==> config.mk <==
export PLATFORM = sky130hd
export DESIGN_NAME = status_line_formatter
export DESIGN_NICKNAME = d
export VERILOG_FILES = /design/src/rtl/status_line_formatter.sv
export SDC_FILE = /design/constraint.sdc
export NUM_CORES = 1
export LEC_CHECK = 0
export ABC_AREA = 1
export CORE_AREA = 4 4 124 126
export DETAILED_ROUTE_END_ITERATION = 12
export DIE_AREA = 0 0 128 130
export DONT_BUFFER_PORTS = 1
export GPL_ROUTABILITY_DRIVEN = 1
export SLEW_MARGIN = 15
export SYNTH_ARGS = -nofsm -noshare
export SYNTH_HDL_FRONTEND = slang
export SYNTH_SLANG_ARGS = --single-unit
==> constraint.sdc <==
create_clock -name clock -period 2 [get_ports clock]
set_input_delay 0.3 -clock clock [delete_from_list [all_inputs] [get_ports clock]]
set_output_delay 0.3 -clock clock [all_outputs]
set_load 0.02 [all_outputs]
==> src/rtl/status_line_formatter.sv <==
// Turns the launch velocity and angle into a 32-character ASCII status line.
// Each value goes through a sequential shift-add-3 binary-to-BCD conversion, one bit per clock.
module status_line_formatter #(
  parameter logic [7:0] PAD_CHAR = 8'h20,
  parameter logic [7:0] SEP_CHAR = 8'h20
) (
  input  logic         clock,
  input  logic         resetn,
  input  logic         start,
  input  logic [31:0]  velocity,
  input  logic [31:0]  angle,
  output logic [255:0] output_line,
  output logic         line_valid,
  output logic         busy
);

  localparam logic [1:0] IDLE     = 2'd0;
  localparam logic [1:0] CONV_V   = 2'd1;
  localparam logic [1:0] CONV_A   = 2'd2;
  localparam logic [1:0] ASSEMBLE = 2'd3;

  logic [1:0]  state;
  logic [4:0]  bit_cnt;
  logic [16:0] vel_bin;
  logic [19:0] vel_bcd;
  logic [9:0]  ang_bin;
  logic [11:0] ang_bcd;
  logic [19:0] vel_adj;
  logic [11:0] ang_adj;

  function automatic logic [16:0] sat_vel(input logic [31:0] v);
    return (v > 32'd99999) ? 17'd99999 : v[16:0];
  endfunction

  function automatic logic [9:0] sat_ang(input logic [31:0] a);
    return (a > 32'd999) ? 10'd999 : a[9:0];
  endfunction

  function automatic logic [19:0] add3_vel(input logic [19:0] b);
    logic [19:0] r;
    r = b;
    for (int i = 0; i < 5; i++)
      if (r[4*i +: 4] >= 4'd5) r[4*i +: 4] = r[4*i +: 4] + 4'd3;
    return r;
  endfunction

  function automatic logic [11:0] add3_ang(input logic [11:0] b);
    logic [11:0] r;
    r = b;
    for (int i = 0; i < 3; i++)
      if (r[4*i +: 4] >= 4'd5) r[4*i +: 4] = r[4*i +: 4] + 4'd3;
    return r;
  endfunction

  function automatic logic [7:0] dig(input logic [3:0] d);
    return 8'h30 + {4'h0, d};
  endfunction

  function automatic logic [255:0] build_line(input logic [19:0] v, input logic [11:0] a);
    logic [255:0] l;
    l[255:120] = {8'h56, 8'h45, 8'h4C, SEP_CHAR,
                  dig(v[19:16]), dig(v[15:12]), dig(v[11:8]), dig(v[7:4]), dig(v[3:0]),
                  SEP_CHAR, 8'h41, 8'h4E, 8'h47, SEP_CHAR,
                  dig(a[11:8]), dig(a[7:4]), dig(a[3:0])};
    l[119:0]   = {15{PAD_CHAR}};
    return l;
  endfunction

  assign vel_adj = add3_vel(vel_bcd);
  assign ang_adj = add3_ang(ang_bcd);

  always_ff @(posedge clock or negedge resetn) begin
    if (!resetn) begin
      state       <= IDLE;
      busy        <= 1'b0;
      line_valid  <= 1'b0;
      output_line <= {32{PAD_CHAR}};
      bit_cnt     <= 5'd0;
      vel_bin     <= 17'd0;
      vel_bcd     <= 20'd0;
      ang_bin     <= 10'd0;
      ang_bcd     <= 12'd0;
    end else begin
      line_valid <= 1'b0;
      case (state)
        IDLE: begin
          if (start) begin
            vel_bin <= sat_vel(velocity);
            ang_bin <= sat_ang(angle);
            vel_bcd <= 20'd0;
            ang_bcd <= 12'd0;
            bit_cnt <= 5'd0;
            busy    <= 1'b1;
            state   <= CONV_V;
          end
        end
        // 17 shift steps for the 5-digit velocity
        CONV_V: begin
          vel_bcd <= {vel_adj[18:0], vel_bin[16]};
          vel_bin <= {vel_bin[15:0], 1'b0};
          if (bit_cnt == 5'd16) begin
            bit_cnt <= 5'd0;
            state   <= CONV_A;
          end else begin
            bit_cnt <= bit_cnt + 5'd1;
          end
        end
        // 10 shift steps for the 3-digit angle
        CONV_A: begin
          ang_bcd <= {ang_adj[10:0], ang_bin[9]};
          ang_bin <= {ang_bin[8:0], 1'b0};
          if (bit_cnt == 5'd9) begin
            bit_cnt <= 5'd0;
            state   <= ASSEMBLE;
          end else begin
            bit_cnt <= bit_cnt + 5'd1;
          end
        end
        ASSEMBLE: begin
          output_line <= build_line(vel_bcd, ang_bcd);
          line_valid  <= 1'b1;
          busy        <= 1'b0;
          state       <= IDLE;
        end
        default: state <= IDLE;
      endcase
    end
  end

endmodule
Yosys cells after proc, flatten, opt, wreduce, memory -nomap -nowiden --
Index checks and enable logic that the tools add are counted. Widths: inputs -> output; s select.
Word-level totals: input port bits 67, word-level logic and storage cells 83, register bits after elaboration 158
Cells by class: reduce and logical (&&, ||, !) cells 10, $lt $le $gt $ge 10, mux-type cells 29, equality and inequality tests 8, add/sub/neg operators 17
Operators by type and width (number):
- $add 6x4->7 const A | 8
- $pmux 20 s2 | 1
- $mux 17 | 2
- $pmux 17 s2 | 1
- $ge 4x3->1 const B | 8
- $gt 32x10->1 const B | 1
- $gt 32x17->1 const B | 1
- $add 4x2->4 const B | 6
- $mux 4 | 6
- $pmux 12 s2 | 1
- $mux 10 | 2
- $mux 20 | 1
- $pmux 10 s2 | 1
- $mux 5 | 3
- $pmux 5 s3 | 1
- $mux 12 | 1
- $pmux 2 s4 | 1
- $reduce_and 2->1 | 4
- $add 3x2->3 const B | 2
- $mux 2 | 3
- $mux 3 | 2
- $ne 2x2->1 const B | 3
- $reduce_bool 2->1 | 3
- $add 5x1->5 const B | 1
- 9 further kinds | 11

Logic depth before layout (Yosys ltp) --
depth after elaboration 4, depth in mapped cells 9

Worst setup path after synthesis --
No wires, ideal clock.
path kind register to register, start point register state[1], end point register vel_bcd[10], arrival 1.413 ns, clock period less this slack 1.542 ns, required time 1.871 ns, setup slack 0.458 ns, library setup time 0.129 ns, stages on the path, launching flop included 9, path through dfrtp_1 inv_1 ha_1 buf_2 inv_1 o21ai_1 buf_4 buf_2 o21ai_0
Between the ends: cells in the longest elaborated chain, start to end 3
RTL lines:
- start: declaration | RTL line 22 | logic [1:0] state;
- start signal: assignment | RTL line 74 | state <= IDLE;
- start signal: assignment | RTL line 94 | state <= CONV_V;
- start signal: assignment | RTL line 103 | state <= CONV_A;
- $eq 2x1->1 or $logic_not 2->1 (tied branches) | RTL line 85 | case (state)
- $reduce_bool 2->1 (no source line) or $ne 2x2->1 (tied branches)
- $reduce_and 2->1 (no source line)
- end signal: assignment | RTL line 99 | vel_bcd <= {vel_adj[18:0], vel_bin[16]};
- end: declaration | RTL line 25 | logic [19:0] vel_bcd;
Several ways; a longest one is shown, not always the timed one. A chain may end at the register's enable or synchronous reset.

==> impl_results.md <==
- Status: complete, but fails checks
- Failing checks: hold timing
- Worst Tran Pin Value: 0.6161 ns
- Skew final: 0.009761 ns
- Clk Tree Root Cell: clkbuf_16
- Setup bufs post-CTS: 0
- Critical path buffers and inverters: 1
- Share of post-route cells with drive strength above 1: 4.762%
- Mean Syn Cell Area: 7.855 um2
- RePlAce Congestion: 0.8265
- DR DRC count: 0
- I/O Buffers: 0
- Power per cell area: 1378 nW/um2
- Vias per Instance: 4.376
- CTS buffer count: 9
- Initial antenna violation count: 0
- Internal Power: 4905 uW
- P_sw: 3925 uW
- Mapped Area: 6810 um2
- Most frequent cells in the layout: 190 x conb_1, 151 x nand2_1, 100 x dfrtp_1
- # setup viols final: 0
- Startpoint types: flip-flop
- Fmax: 0.5649 GHz
- First-pass GRT wire length: 19.48 mm
- Clk sinks: 102
- Die width: 128 um
- Vias in the first global route: 4085
- DP HPWL: 9.365 mm
- Path depth of the worst reg2reg path: 8
- Worst Setup SP: output_line[252]
- Unrepaired setup endpoints after global routing: true
- Dpl cells: 1008
- CP Cell Sequence: buf_16
- Non-Filler Instances: 1024
- Clk pwr share: 20.7%
- Placed cell areas: 6093 um2
- Crit path DAT: 1.47 ns
- Detail Route Antenna Nets: 0
- Worst rel slew slack: 58.93%
- Total global routing overflow: 0
- Count of different cell masters after synthesis: 25
- Clock Path Buffers: 2
- Slowest stage delay, CP: 0.65 ns
- DR WL/cell: 12.26 um
- Ys Warns: 0
- Clk pin slew, worst setup/hold paths: 0.07 ns
- Layout Nets: 925
- GRT Overall Usage: 14.36%
- IO Pins: 325
- Hold Vio Cnt, Final: 102
- Seq/Total Area, Yosys: 37.50%
- CP Class: flip-flop to output port
- Combinational share of power: 37.2%
- Commonest non-fill, non-tap cell in the layout: conb_1
- Final instance area: 6407 um2
- Clk Latency, worst-skew pair: 0.34 ns
- # diodes: 0
- Hold WS: -0.3564 ns
- Max FO, Critical Path: 23
- Area growth from synthesis to layout: -5.916%
- Die Height: 130 um
- Final count of pins violating max slew: 0
- 1st-iter DRT viols: 308
- Yosys reg bits: 102
- Pre-Repair DR Iteration Count: 4
- Min Tclk post-route: 1.770 ns
- Max cap viols: 0
- VDD IR max: 0.5275 mV
- Pin count of the biggest net entering global routing: 103
- Worst path depth: 1
- # rows: 44
- Initial cell density of the core: 47.58%
- Post-Synthesis Cells: 867
- H-tree level count: 3
- CTS tree: yes
- Final Util: 44.76%
- Sw Share: 44.45%
- HP Class: input port to async pin
- Leak: 0.003239 uW
- Core area: 14310 um2
- Die area: 16640 um2
- CP required: 1.70 ns
- Crit. End Element: output port
- R2r startpoint: state[0]
- Seq pwr share: 42.2%
- Final wirelength: 12.55 mm
- Total number of vias: 4481
- CP top delay family: flip-flops
- Crit path max-delay cell type: dfrtp_4
- Period utilization: 88.51%
==> final timing paths <==
path	slack, ns	to
max	0.23	output_line[132]
min	-0.36	output_line[216]
max reg2reg	0.26	vel_bin[5]
min reg2reg	0.48	ang_bin[5]
max in group asynchronous	2.15	output_line[253]
min in group clock	0.11	vel_bin[13]
==> power by group through the flow <==
stage / combinational (uW) / clock (uW) / sequential [uW]
finish: 3280 / 1830 / 3720
floorplan: 2950 / 0 / 3590
detailed placement: 3300 / 0 / 3770
global route: 3840 / 1970 / 3840
global placement: 3240 / 0 / 3760
CTS: 3310 / 1890 / 3740
==> worst register-to-register path: stages, from the launching register on <==
cell      delay (ns)
dfrtp_1         0.39
inv_1           0.08
ha_1            0.27
nand2_1         0.19
nand2_1         0.09
inv_1           0.35
nand2_1         0.08
o21ai_0         0.08
o21bai_1        0.12
==> final cells by class <==
cell class / instances / area, um2
Timing Repair Buffer: 10 / 95.09
Clock inverter: 6 / 75.07
Inverter: 70 / 262.8
Fill cell: 1494 / 7906
Clock buffer: 10 / 239.0
Multi-Input combinational cell: 642 / 2948
Tap cell: 184 / 230.2
Sequential cell: 102 / 2557
==> timing repair <==
action,in CTS,in global routing
resized for setup,0,0
hold endpoints to repair,102,102
endpoints found under the setup margin,0,1
==> cells in the mapped netlist <==
library cell / count / area share, %
nor2_1: 82 / 4.5
clkbuf_1: 9 / 0.50
buf_2: 8 / 0.59
nand4_1: 3 / 0.28
nor2_2: 1 / 0.092
ha_1: 23 / 4.2
or2_2: 6 / 0.55
a31oi_1: 1 / 0.092
o21ai_1: 3 / 0.22
inv_1: 67 / 3.7
nand2_1: 151 / 8.3
dfstp_2: 1 / 0.39
o21ai_0: 90 / 6.6
nand3_1: 24 / 1.8
conb_1: 2 / 0.11
and2_1: 1 / 0.092
o22ai_1: 20 / 1.8
nor3_1: 2 / 0.15
a21oi_1: 30 / 2.2
o21ai_2: 1 / 0.13
inv_2: 3 / 0.17
dfrtp_1: 101 / 37
buf_4: 224 / 25
xor2_1: 7 / 0.90
o21bai_1: 7 / 0.77
==> stage by stage <==
stage / worst slack (ns) / TNS, ns / total power [uW]
floorplan: 0.4580 / 0 / 6543
global placement: 0.2997 / 0 / 7001
detailed placement: 0.2363 / 0 / 7061
CTS: 0.1982 / 0 / 8929
global route: -0.04757 / -0.04757 / 9650
finish: 0.2299 / 0 / 8830
==> sequential cells by signal, indices dropped and copies added (netlist names) <==
signal,flops
output_line,34
vel_bcd,20
vel_bin,17
ang_bcd,12
ang_bin,10
bit_cnt,5
state,2
busy,1
line_valid,1
==> cells by family after synthesis <==
family          share of synthesized area (%)
buf+inv                                 29.63
simple gates                            15.76
compound gates                          11.87
flops                                   37.50
fa+ha+maj                               4.226
xor+xnor                               0.9003
other cells                            0.1103
==> layer usage <==
metal / vias to the layer above / global-route usage (%) / part of all wire, %
met5: - / 0 / 0
met4: 0 / 4.370 / 1.1
met3: 8 / 4.462 / 9.8
met2: 210 / 23.23 / 47
met1: 1986 / 18.58 / 42
li1: 2277 / - / -
No activity file was read; power rests on OpenSTA's default activity.
